$ cat src/rtl/dmem_arbiter.sv
// Single-port data memory arbiter between the CPU datapath and a DMA/debug requester.
// The CPU has priority, with a bounded run before DMA gets short priority bursts.
module dmem_arbiter #(
    parameter int AW        = 8,
    parameter int DW        = 8,
    parameter int CPU_RUN   = 4,
    parameter int DMA_BURST = 2
) (
    input  logic          clk,
    input  logic          reset,
    input  logic          cpu_req,
    input  logic          cpu_we,
    input  logic [AW-1:0] cpu_addr,
    input  logic [DW-1:0] cpu_wdata,
    output logic          cpu_gnt,
    output logic          cpu_rvalid,
    output logic [DW-1:0] cpu_rdata,
    input  logic          dma_req,
    input  logic          dma_we,
    input  logic [AW-1:0] dma_addr,
    input  logic [DW-1:0] dma_wdata,
    output logic          dma_gnt,
    output logic          dma_rvalid,
    output logic [DW-1:0] dma_rdata,
    output logic          mem_en,
    output logic          mem_we,
    output logic [AW-1:0] mem_addr,
    output logic [DW-1:0] mem_wdata,
    input  logic [DW-1:0] mem_rdata
);

    localparam int RW = $clog2(CPU_RUN + 1);
    localparam int BW = $clog2(DMA_BURST + 1);

    typedef enum logic {P_CPU, P_DMA} mode_t;

    mode_t         mode_q, mode_d;
    logic [RW-1:0] run_cnt_q, run_cnt_d;
    logic [BW-1:0] burst_cnt_q, burst_cnt_d;
    logic          rvalid_q, rvalid_d;
    logic          rsel_q, rsel_d;

    // NOTE: every always_comb output gets a default first, so no path can infer a latch.
    always_comb begin
        mode_d      = mode_q;
        run_cnt_d   = run_cnt_q;
        burst_cnt_d = burst_cnt_q;
        cpu_gnt     = 1'b0;
        dma_gnt     = 1'b0;
        case (mode_q)
            P_CPU: begin
                if (cpu_req) begin
                    cpu_gnt = 1'b1;
                    if (dma_req) begin
                        // The grant that completes the CPU run hands priority to DMA.
                        if (run_cnt_q >= RW'(CPU_RUN - 1)) begin
                            mode_d      = P_DMA;
                            run_cnt_d   = '0;
                            burst_cnt_d = '0;
                        end else begin
                            run_cnt_d = run_cnt_q + RW'(1);
                        end
                    end else begin
                        run_cnt_d = '0;
                    end
                end else if (dma_req) begin
                    dma_gnt   = 1'b1;
                    run_cnt_d = '0;
                end
            end
            P_DMA: begin
                if (dma_req) begin
                    dma_gnt = 1'b1;
                    if (burst_cnt_q >= BW'(DMA_BURST - 1)) begin
                        mode_d      = P_CPU;
                        burst_cnt_d = '0;
                    end else begin
                        burst_cnt_d = burst_cnt_q + BW'(1);
                    end
                end else begin
                    // DMA went away mid-burst: the CPU may take this very cycle.
                    mode_d      = P_CPU;
                    burst_cnt_d = '0;
                    run_cnt_d   = '0;
                    cpu_gnt     = cpu_req;
                end
            end
            default: mode_d = P_CPU;
        endcase
    end

    always_comb begin
        mem_en    = cpu_gnt | dma_gnt;
        mem_we    = 1'b0;
        mem_addr  = '0;
        mem_wdata = '0;
        if (cpu_gnt) begin
            mem_we    = cpu_we;
            mem_addr  = cpu_addr;
            mem_wdata = cpu_wdata;
        end else if (dma_gnt) begin
            mem_we    = dma_we;
            mem_addr  = dma_addr;
            mem_wdata = dma_wdata;
        end
    end

    always_comb begin
        rvalid_d = (cpu_gnt & ~cpu_we) | (dma_gnt & ~dma_we);
        rsel_d   = rsel_q;
        if (cpu_gnt || dma_gnt) begin
            rsel_d = dma_gnt;
        end
    end

    // NOTE: sequential state uses non-blocking assignments only.
    always_ff @(posedge clk or posedge reset) begin
        if (reset) begin
            mode_q      <= P_CPU;
            run_cnt_q   <= '0;
            burst_cnt_q <= '0;
            rvalid_q    <= 1'b0;
            rsel_q      <= 1'b0;
        end else begin
            mode_q      <= mode_d;
            run_cnt_q   <= run_cnt_d;
            burst_cnt_q <= burst_cnt_d;
            rvalid_q    <= rvalid_d;
            rsel_q      <= rsel_d;
        end
    end

    // Read data follows the registered selector of the previous read grant.
    assign cpu_rvalid = rvalid_q & ~rsel_q;
    assign dma_rvalid = rvalid_q & rsel_q;
    assign cpu_rdata  = cpu_rvalid ? mem_rdata : '0;
    assign dma_rdata  = dma_rvalid ? mem_rdata : '0;

endmodule

$ cat config.mk
export PLATFORM = sky130hd
export DESIGN_NAME = dmem_arbiter
export DESIGN_NICKNAME = d
export VERILOG_FILES = /design/src/rtl/dmem_arbiter.sv
export SDC_FILE = /design/constraint.sdc
export NUM_CORES = 1
export LEC_CHECK = 0
export ABC_CLOCK_PERIOD_IN_PS = 1560
export CAP_MARGIN = 15
export CORE_ASPECT_RATIO = 1.1
export CORE_MARGIN = 1
export CORE_UTILIZATION = 24
export DETAILED_ROUTE_END_ITERATION = 8
export PLACE_DENSITY = 0.83
export SYNTH_ARGS = -nofsm -noshare
export SYNTH_HDL_FRONTEND = slang
export SYNTH_SLANG_ARGS = --single-unit
$ cat constraint.sdc
create_clock -name clk -period 1.56 [get_ports clk]
set_input_delay 0.312 -clock clk [delete_from_list [all_inputs] [get_ports clk]]
set_output_delay 0.312 -clock clk [all_outputs]
set_load 0.005 [all_outputs]
Yosys cells after proc, flatten, opt, wreduce, memory -nomap -nowiden
Cells that the tools add are included.
{ "totals": {"reg_bits": 8, "elab_cells": 59, "input_bits": 46} }
{ "op_classes": {"mux": 32, "n_lt_le_gt_ge": 2, "reduce_logical": 3, "bitwise_logic": 10, "add_sub_neg": 2, "n_eq_ne": 5} }
{ "op_table": {"columns": ["operator", "count"], "rows": [
  ["8-bit 2-to-1 mux", 6],
  ["3-bit 2-to-1 mux", 5],
  ["1-bit 2-to-1 mux", 11],
  ["2-bit 2-to-1 mux", 5],
  ["2-bit != test (second input constant)", 4],
  ["1-bit one-hot mux with 2 select lines", 3],
  ["3-bit one-hot mux with 2 select lines", 1],
  ["1-bit AND", 4],
  ["1-bit inverter", 4],
  ["2-bit one-hot mux with 2 select lines", 1],
  ["3-bit by 1-bit adder with 3-bit output (second input constant)", 1],
  ["3-bit by 2-bit >= comparator with 1-bit output (second input constant)", 1],
  ["3-bit != test (second input constant)", 1],
  ["3-bit AND reduction", 1],
  ["2-bit by 1-bit adder with 2-bit output (second input constant)", 1],
  ["2-bit by 1-bit >= comparator with 1-bit output (second input constant)", 1],
  ["1-bit bitwise OR", 2],
  ["2-bit AND reduction", 1],
  ["1-bit logical OR", 1]
]} }

Logic depth before layout (Yosys ltp)
Gate-level depths: netlist of the first run.
{ "logic_depth": {"depth_word": 5, "ltp_mapped": 5, "ltp_nobuf": 5} }

Worst setup path before layout of the first run
Ideal clock, no wire load.
{ "synth_path": {"path_type": "register -> register", "start": "register run_cnt_q[0]", "end": "register burst_cnt_q[1]", "synth_period_minus_slack_ns": 1.493, "n_path_buf": 0, "setup_ns": 0.101, "stages_incl_launch_ff": 6, "setup_slack_ns": 0.067, "t_arrival_ns": 1.392, "cell_sequence": "dfrtp_1 ha_1 ha_1 a211oi_1 nor2_1 o32ai_1"} }
{ "synth_via": {"elab_chain_len": 3} }
{ "synth_lines": {"columns": ["element", "line_no", "source"], "rows": [
  ["start: declaration", "38", "logic [RW-1:0] run_cnt_q, run_cnt_d;"],
  ["start signal: assignment", "126", "run_cnt_q <= run_cnt_d;"],
  ["3-bit by 2-bit >= comparator with 1-bit output", "56", "if (run_cnt_q >= RW'(CPU_RUN - 1)) begin"],
  ["2-bit != test (no line)", null, null],
  ["3-bit AND reduction (no line)", null, null],
  ["end signal: assignment", "127", "burst_cnt_q <= burst_cnt_d;"],
  ["end: declaration", "39", "logic [BW-1:0] burst_cnt_q, burst_cnt_d;"]
]} }
Every way passes these cells.
A chain may end at the register's enable or synchronous reset.

Worst setup path in the final report of the first run
{ "layout_path": {"start": "register mode_q", "end": "output mem_wdata[7]"} }
{ "layout_via": {"elab_chain_len": 4, "word_cells_on_any_way": 5, "cone_classes": "4 x mux; 1 x bitwise"} }
{ "layout_lines": {"columns": ["element", "line_no", "source"], "rows": [
  ["start: declaration", "37", "mode_t mode_q, mode_d;"],
  ["start signal: assignment", "125", "mode_q <= mode_d;"],
  ["1-bit inverter", null, null],
  ["1-bit one-hot mux with 2 select lines", "50", "case (mode_q)"],
  ["8-bit 2-to-1 mux", "101", "end else if (dma_gnt) begin"],
  ["8-bit 2-to-1 mux (*)", "97", "if (cpu_gnt) begin"],
  ["end: declaration", "28", "output logic [DW-1:0] mem_wdata,"]
]} }
Mark *: on every way between the ends. The rest lies on a longest branch, timed or not.

==> flow_metrics.tcl, run 1 <==
set metrics [dict create \
    clk_latency_ns 0.25 \
    syn_inst 80 \
    ir_drop_v 0.000630 \
    die_w_um 53.9 \
    cp_max_fo 5 \
    p_per_area_nw_per_um2 516 \
    vias 1112 \
    track_usage 0.191 \
    syn_area_um2 712 \
    clock_path_buffers 2 \
    synthAdderAreaFrac 0.0527 \
    ioPinCount 84 \
    dr_wl_met2_um 1970 \
    numCtsBuffers 3 \
    grt_pass1_vias 1061 \
    synth_top_family_by_area "compound AO/OA/AOI/OAI gates" \
    cap_violations 0 \
    avgSynthCellArea_um2 8.90 \
    detail_route.wirelength.met1_um 1330 \
    cts_sinks 8 \
    grt_setup_unrepaired "true" \
    setup_viol 25 \
    setup-tns-final_ns -3.05 \
    r2r-end "run_cnt_q[2]" \
    worst_pin_slew_ns 0.322 \
    drt_iter0_markers 29 \
    regToRegStartpoint "run_cnt_q[1]" \
    path_class "reg2out" \
    cts_root_buf "clkbuf_4" \
    h-tree-depth 1 \
    die_h_um 59.1 \
    synth_area_leaders "dfrtp_1 28%, a22o_2 11%, a22o_1 11%, and2_1 7.9%, and3_1 7.0%" \
    finalHoldViolCount 0 \
    drcViolationCount 0 \
    yosys_warnings 0 \
    start_kind "flop" \
    drive_above_1_share 0.461 \
    routed_wl_um 3640 \
    synth_xor_area_frac 0 \
    r2r_cells 7 \
    synthMuxAreaShare 0 \
    max_freq_mhz 558 \
    crit_chain "nand2b_4 > nand2_8 > buf_12 > clkinv_8 > a22o_2 > buf_2" \
    antenna_cells 0 \
    ys_seq_area_frac 0.281 \
    grt_pass1_wl_um 4530 \
    violations "negative setup slack" \
    drt-pass1-iter-count 4 \
    grt_max_degree 11 \
    placed_cells 203 \
    dp_hpwl_um 2350 \
    synth_nets 129 \
    synth_top_area_frac 0.281 \
    viasPerCell 4.92 \
    min_path_type "in2async" \
    gp_congestion 0.769 \
    worstPathArrival_ns 1.48 \
    hold_slack_ns 0.316 \
    synth-simple-area-share 0.250 \
    critPathBufInv 3 \
    antenna_found_initial 0 \
    cpMaxStageDelayCell "dfrtp_1" \
    max_stage_delay_ns 0.40 \
    synth_flop_cell "dfrtp_1" \
    cpLargestDelayFamily "flip-flops" \
    r2r_setup_slack_ns 0.13 \
    nNetsFinal 244 \
    synth_area_leader_cell "dfrtp_1" \
    yosysUniqueCellTypes 30 \
    drv_slew 0 \
    fin_ws_ns -0.231 \
    synth_compound_area_frac 0.329 \
    fin_skew_ns 0.00169 \
    portBuffers 83 \
    postCtsHoldBufs 0 \
    async_flop_share 1.00 \
    drtAntennaViolNets 0 \
    max-slew-margin-rel 0.785 \
    cp-end-kind "primary output" \
    synth_seq_cells 8 \
    fin_crit_ns 1.79 \
    dr.max_layer_used "met4" \
    clk_transition_reported_paths_ns 0.06 \
    synth_edf_count 0 \
    cp.required_ns 1.25 \
    coreArea_um2 2800 \
    wl_per_cell_um 16.1 \
    finalCritPeriodShare 1.15 \
    power_leakage_nw 0.991 \
    initial_core_util 0.254 \
    die_area_um2 3190 \
    rows 20 \
    cts_tree "built" \
    dr_wl_met3_um 244 \
    grt-ovfl-total 0 \
    instances_no_fill 226 \
    synthToLayoutAreaGrowth_pct 170 \
    status "finished with violations" \
]
## layer usage
metal / vias up / track usage
li1: 527 / -
met1: 521 / 0.207
met2: 53 / 0.344
met3: 11 / 0.0385
met4: 0 / 0.0865
met5: - / 0
## through the flow
stage / total power, W / utilization / worst slack (ns) / area (µm²)
finish: 0.000992 / 0.686 / -0.231 / 1920
global route: 0.00104 / 0.686 / -0.254 / 1920
detailed placement: 0.000724 / 0.584 / -0.725 / 1640
floorplan: 0.000432 / - / 0.0672 / 712
global placement: 0.000702 / 0.584 / -0.667 / 1640
CTS: 0.000891 / 0.613 / -0.204 / 1720
## synth_stat cells (2+ instances only)
cell	number
o21ai_0	2
ha_1	3
buf_6	2
inv_1	6
clkbuf_1	2
and3_1	8
and2_1	9
a22o_1	9
a22o_2	8
nand2_1	4
dfrtp_1	8
## layout by cell type (no fill, tap or decap), types with 2 or more instances in the layout
| master | instances |
|---|---|
| dfrtp_1 | 8 |
| dlygate4sd2_1 | 11 |
| and3_1 | 8 |
| clkbuf_2 | 8 |
| and2_1 | 2 |
| ha_1 | 3 |
| buf_2 | 8 |
| a22o_2 | 3 |
| a22o_4 | 5 |
| inv_6 | 2 |
| clkdlybuf4s50_1 | 43 |
| buf_6 | 22 |
| clkbuf_4 | 3 |
| buf_4 | 15 |
| nand2_1 | 2 |
| o21ai_0 | 2 |
| a22o_1 | 9 |
| inv_1 | 6 |
| clkinvlp_4 | 2 |
| and2_4 | 7 |
| buf_12 | 2 |
## what timing repair did
item / 4_1_cts / 5_1_grt
pin swaps: 9 / 6
gates resized for setup: 119 / 49
endpoints found under the setup margin: 39 / 32
buffers inserted: 10 / 6
gates cloned: 4 / 1
## report_power, final
part,switching [W],total [W],internal [W]
sequential,0.0000155,0.000257,0.000242
clock,0.0000716,0.000160,0.0000881
combinational,0.000219,0.000575,0.000357
## cell families after synthesis
logic type / count (synthesis)
compound gates: 27
flops: 8
simple gates: 30
fa+ha+maj: 3
buf+inv: 12
## flip-flops by register name, summed over array words and instances (netlist names)
register and count:
burst_cnt_q 2, mode_q 1, run_cnt_q 3, rvalid_q 1, rsel_q 1
## worst max path at each step
stage                 startpoint        endpoint  slack, ns  cells past startpoint
floorplan           run_cnt_q[0]  burst_cnt_q[1]       0.07                      5
CTS                       mode_q     mem_addr[2]      -0.20                      5
global placement         dma_req          mem_we      -0.67                      6
finish                    mode_q    mem_wdata[7]      -0.23                      6
global route              mode_q    mem_wdata[7]      -0.25                      6
detailed placement       dma_req     mem_addr[3]      -0.72                      6
## area by class of cell
class,count,area [µm²]
tap,33,41.3
timing repair inverter,4,35.0
sequential,8,200
inverter,8,47.5
timing repair buffer,110,1020
clock buffer,3,22.5
fill,219,881
multi-input combinational,60,556
Power figures use the tool's default switching activity.
==> run 2: changes to the inputs <==
--- a/config.mk
+++ b/config.mk
@@ -7,7 +7,6 @@
 export LEC_CHECK = 0
 export ABC_CLOCK_PERIOD_IN_PS = 1560
 export CAP_MARGIN = 15
-export CORE_ASPECT_RATIO = 1.1
 export CORE_MARGIN = 1
 export CORE_UTILIZATION = 24
 export DETAILED_ROUTE_END_ITERATION = 8
==> run 2 against run 1 <==
Against the previous run:
- the run still ends with negative setup slack left
- worst hold slack worse by 0.015 ns
- die area hardly changed
- sequential power hardly changed
- core utilization is 1.7 points lower
- clock-buffer cell count stayed put
- final cell count stayed put
- fmax is 2.6% higher
- global-route usage is 3.8 points higher
- clock power is 9% higher
- sequential cell count stayed put
- first-iteration DRC count is 41% higher
- critical path type unchanged
- largest power group unchanged
==> flow_metrics.tcl, run 2 (synthesis results as in run 1) <==
set metrics [dict create \
    track_usage 0.229 \
    initial_core_util 0.256 \
    die_w_um 56.5 \
    wl_per_cell_um 17.2 \
    final_cell_mix "43 x clkdlybuf4s50_1, 26 x buf_6, 21 x buf_2" \
    busiest_layer "met2" \
    drive_above_1_share 0.508 \
    grt_pass1_vias 1154 \
    status "finished with violations" \
    vias 1120 \
    grt_max_degree 10 \
    setup-tns-final_ns -3.08 \
    cts_tree "built" \
    die_h_um 56.5 \
    power_leakage_nw 0.952 \
    cp.required_ns 1.25 \
    setup_viol 24 \
    nNetsFinal 246 \
    postCtsHoldBufs 0 \
    max_freq_mhz 573 \
    cp-end-kind "primary output" \
    grt-ovfl-total 0 \
    grt_setup_unrepaired "true" \
    cts_root_buf "clkbuf_4" \
    clock_path_buffers 2 \
    drt_iter0_markers 41 \
    grt_pass1_wl_um 5600 \
    largest_reg_flops 3 \
    dp_hpwl_um 2460 \
    numCtsBuffers 3 \
    portBuffers 83 \
    worst_pin_slew_ns 0.308 \
    max-slew-margin-rel 0.795 \
    fin_crit_ns 1.75 \
    fin_ws_ns -0.186 \
    reg_top3 "run_cnt_q: 3 flops, burst_cnt_q: 2 flops" \
    p_per_area_nw_per_um2 523 \
    met2_usage 0.420 \
    finalCritPeriodShare 1.12 \
    worstPathArrival_ns 1.43 \
    drv_slew 0 \
    drtAntennaViolNets 0 \
    largest-register "run_cnt_q" \
    finalHoldViolCount 0 \
    clk_latency_ns 0.27 \
    antenna_found_initial 0 \
    gp_congestion 0.769 \
    rows 19 \
    violations "negative setup slack" \
    antenna_cells 0 \
    fin_skew_ns 0.000844 \
    drcViolationCount 0 \
    coreArea_um2 2780 \
    viasPerCell 4.96 \
    ioPinCount 84 \
    die_area_um2 3190 \
    start_kind "flop" \
    clk_transition_reported_paths_ns 0.06 \
    cap_violations 0 \
    final_core_util 0.669 \
    cts_sinks 8 \
    synthToLayoutAreaGrowth_pct 161 \
    min_path_type "in2async" \
    path_class "reg2out" \
    h-tree-depth 1 \
    cp_max_fo 5 \
    met1_usage 0.246 \
    ir_drop_v 0.000533 \
    final_common_cell "clkdlybuf4s50_1" \
    hold_slack_ns 0.301 \
    drt-pass1-iter-count 4 \
    grtUsageMet3 0.0622 \
    routed_wl_um 3890 \
]
[run 2: per-layer routing]
layer	vias to the layer above	part of all wire
met3	8	0.067
met1	537	0.36
met5	-	0
li1	528	-
met4	0	0.016
met2	47	0.55
[run 2: worst paths after layout]
check | start | endpoint | slack (ns) | cells after the start
setup / recovery | mode_q | mem_addr[0] | -0.19 | 6
hold / removal | reset | run_cnt_q[1] | 0.30 | 2
setup reg to reg | mode_q | run_cnt_q[2] | -0.16 | 12
hold reg to reg | burst_cnt_q[0] | burst_cnt_q[0] | 0.56 | 2
max in group asynchronous | reset | mode_q | 1.03 | 2
min in group clk | cpu_req | rsel_q | 0.35 | 2
[run 2: timing repair]
item	4_1_cts	5_1_grt
resized for setup	155	42
setup buffers	18	3
gates cloned	4	0
endpoints found under the setup margin	39	38
pin swaps	5	12
[run 2: layout make-up]
| class | instances | area (µm²) |
|---|---|---|
| repair buffers | 113 | 986 |
| fillers | 215 | 921 |
| multi-input cells | 60 | 548 |
| flip-flops and latches | 8 | 200 |
| inverters | 8 | 45.0 |
| well taps | 31 | 38.8 |
| clock buffers | 3 | 22.5 |
| repair inverters | 3 | 20.0 |
[run 2: power by group]
group / internal, W / leakage, nW / switching (W)
Sequential: 0.000242 / 0.105 / 0.0000155
Combinational: 0.000329 / 0.833 / 0.000212
Clock: 0.0000891 / 0.0138 / 0.0000859
Total: 0.000660 / 0.952 / 0.000313
[run 2: through the flow]
step | power, W | cells | setup WS (ns) | cell area (µm²)
2_1_floorplan | 0.000432 | 80 | 0.0672 | 712
6_report | 0.000973 | 226 | -0.186 | 1860
4_1_cts | 0.000927 | 225 | -0.161 | 1840
3_3_place_gp | 0.000704 | 201 | -0.604 | 1630
5_1_grt | 0.00103 | 226 | -0.252 | 1860
3_5_place_dp | 0.000721 | 201 | -0.653 | 1630
[run 2: critical path, cell delays in order (launching register included)]
cell and delay [ns]:
dfrtp_1 0.40, nand2_2 0.10, nand2_4 0.09, clkinvlp_4 0.10
buf_6 0.14, a22o_2 0.21, buf_2 0.12
==> run 3: changes to the inputs <==
--- a/config.mk
+++ b/config.mk
@@ -7,10 +7,12 @@
 export LEC_CHECK = 0
 export ABC_CLOCK_PERIOD_IN_PS = 1560
 export CAP_MARGIN = 15
+export CELL_PAD_IN_SITES_DETAIL_PLACEMENT = 0
+export CELL_PAD_IN_SITES_GLOBAL_PLACEMENT = 1
 export CORE_MARGIN = 1
-export CORE_UTILIZATION = 24
+export CORE_UTILIZATION = 15
 export DETAILED_ROUTE_END_ITERATION = 8
-export PLACE_DENSITY = 0.83
+export PLACE_DENSITY = 0.82
 export SYNTH_ARGS = -nofsm -noshare
 export SYNTH_HDL_FRONTEND = slang
 export SYNTH_SLANG_ARGS = --single-unit
==> run 3 against run 2 <==
Against the previous run:
- the flow finishes with violations (design-rule violations, negative setup slack)
- clock-buffer cell count unchanged
- clock skew about the same
- register-to-register slack improved by 0.30 ns
- worst hold slack improved by 0.048 ns
- clock power increased by 39%
- first-iteration DRC count decreased by 4.9%
- sequential power about the same
- power decreased by 0.28%
- die area increased by 58%
- final cell count increased by 4.4%
- critical path type unchanged
- critical endpoint is now mem_addr[4]
- highest routed layer unchanged
==> flow_metrics.tcl, run 3 (synthesis results as in run 1) <==
set metrics [dict create \
    min_path_type "in2async" \
    grt-ovfl-total 0 \
    track_usage 0.111 \
    postCtsHoldBufs 0 \
    drtAntennaViolNets 0 \
    ir_drop_v 0.000252 \
    numCtsBuffers 3 \
    pre_cts_slack_ns -0.724 \
    drt-pass1-iter-count 6 \
    final_core_util 0.397 \
    viasPerCell 4.27 \
    power.total_w 0.000971 \
    fin_ws_ns -0.0834 \
    multi_input_area_um2 513 \
    antenna_found_initial 0 \
    synthToLayoutAreaGrowth_pct 148 \
    nNetsFinal 235 \
    r2r_cells 5 \
    final_cell_mix "43 x clkdlybuf4s50_1, 13 x buf_2, 13 x buf_4" \
    die_w_um 70.9 \
    max_stage_delay_ns 0.37 \
    crit_chain "nand2_2 > nand2_4 > clkinvlp_4 > buf_6 > a22o_1 > buf_2" \
    cp.required_ns 1.25 \
    fin_skew_ns 0.000478 \
    grt_max_degree 10 \
    cp_max_fo 4 \
    crit_start "mode_q" \
    violations "design-rule violations, negative setup slack" \
    h-tree-depth 1 \
    setup.worst_path.end "mem_addr[4]" \
    drt_iter0_markers 39 \
    ioPinCount 84 \
    largest-register "run_cnt_q" \
    cts_sinks 8 \
    die_h_um 70.9 \
    max-slew-margin-rel 0.790 \
    power_leakage_nw 0.868 \
    worstPathArrival_ns 1.33 \
    grt_pass1_vias 909 \
    drcViolationCount 14 \
    critPathBufInv 3 \
    worst_pin_slew_ns 0.315 \
    finalCritPeriodShare 1.05 \
    cts_tree "built" \
    wl_per_cell_um 11.8 \
    p_per_area_nw_per_um2 550 \
    cpLargestDelayFamily "flip-flops" \
    drv_slew 0 \
    clock_path_buffers 2 \
    clk_latency_ns 0.22 \
    drive_above_1_share 0.402 \
    final_common_cell "clkdlybuf4s50_1" \
    die_area_um2 5030 \
    cp-end-kind "primary output" \
    reg_top3 "run_cnt_q: 3 flops, burst_cnt_q: 2 flops" \
    coreArea_um2 4440 \
    grt_pass1_wl_um 4370 \
    fill_cells 460 \
    rows 24 \
    regToRegStartpoint "run_cnt_q[0]" \
    clk_transition_reported_paths_ns 0.04 \
    max_freq_mhz 608 \
    crit_cells 6 \
    cap_violations 0 \
    regArea_um2 200 \
    setup_viol 17 \
    r2r_setup_slack_ns 0.14 \
    gp_congestion 0.765 \
    vias 1007 \
    routed_wl_um 2780 \
    fin_crit_ns 1.64 \
    antenna_cells 0 \
    grt_setup_unrepaired "true" \
    path_class "reg2out" \
    start_kind "flop" \
    initial_core_util 0.160 \
    cpMaxStageDelayCell "dfrtp_1" \
    dp_hpwl_um 2060 \
    finalHoldViolCount 0 \
    status "finished with violations" \
    portBuffers 83 \
    largest_reg_flops 3 \
    cts_root_buf "clkbuf_8" \
    r2r-end "burst_cnt_q[1]" \
]
## run 3: worst register-to-register path: stages (launching register included)
cell	delay (ns)
dfrtp_1	0.37
ha_1	0.20
ha_1	0.19
a211oi_2	0.24
nor2_1	0.10
o32ai_1	0.22
## run 3: layout make-up
cell class | count | share of cell area
timing repair inverter | 3 | 0.0135
multi-input combinational | 60 | 0.291
sequential | 8 | 0.113
tap | 52 | 0.0369
inverter | 8 | 0.0227
clock buffer | 3 | 0.0234
timing repair buffer | 102 | 0.500
## run 3: worst min path at each step
| stage | start | to | slack, ns | cells after the start |
|---|---|---|---|---|
| 6_report | reset | run_cnt_q[0] | 0.35 | 2 |
| 5_1_grt | reset | run_cnt_q[0] | 0.38 | 2 |
| 2_1_floorplan | reset | burst_cnt_q[0] | 0.13 | 1 |
| 3_5_place_dp | run_cnt_q[2] | run_cnt_q[2] | 0.53 | 1 |
| 4_1_cts | reset | run_cnt_q[0] | 0.36 | 2 |
| 3_3_place_gp | run_cnt_q[2] | run_cnt_q[2] | 0.53 | 1 |
## run 3: metal layers
layer / GRT usage / vias up / routed length, µm
met5: 0 / - / 0
met4: 0.0467 / 0 / 27
met3: 0.0256 / 2 / 216
met2: 0.190 / 46 / 1430
met1: 0.134 / 450 / 1110
li1: - / 509 / -
## run 3: power breakdown
part | switching [W] | total, W | internal [W]
Sequential | 0.0000137 | 0.000256 | 0.000242
Clock | 0.0000764 | 0.000243 | 0.000167
Combinational | 0.000178 | 0.000471 | 0.000293
Total | 0.000268 | 0.000971 | 0.000702
## run 3: stage by stage
stage,instances,area (µm²),hold slack (ns),setup TNS [ns]
floorplan,80,712,0.128,0
global placement,223,1670,0.531,-16.62
detailed placement,223,1670,0.534,-16.81
CTS,234,1750,0.363,-1.18
global route,236,1770,0.379,-1.96
finish,236,1770,0.349,-0.862
## run 3: what timing repair did
item / CTS / global route
cloned: 4 / 0
setup endpoints to repair: 38 / 29
resized for setup: 130 / 21
setup buffers: 4 / 2
pin swaps: 3 / 5
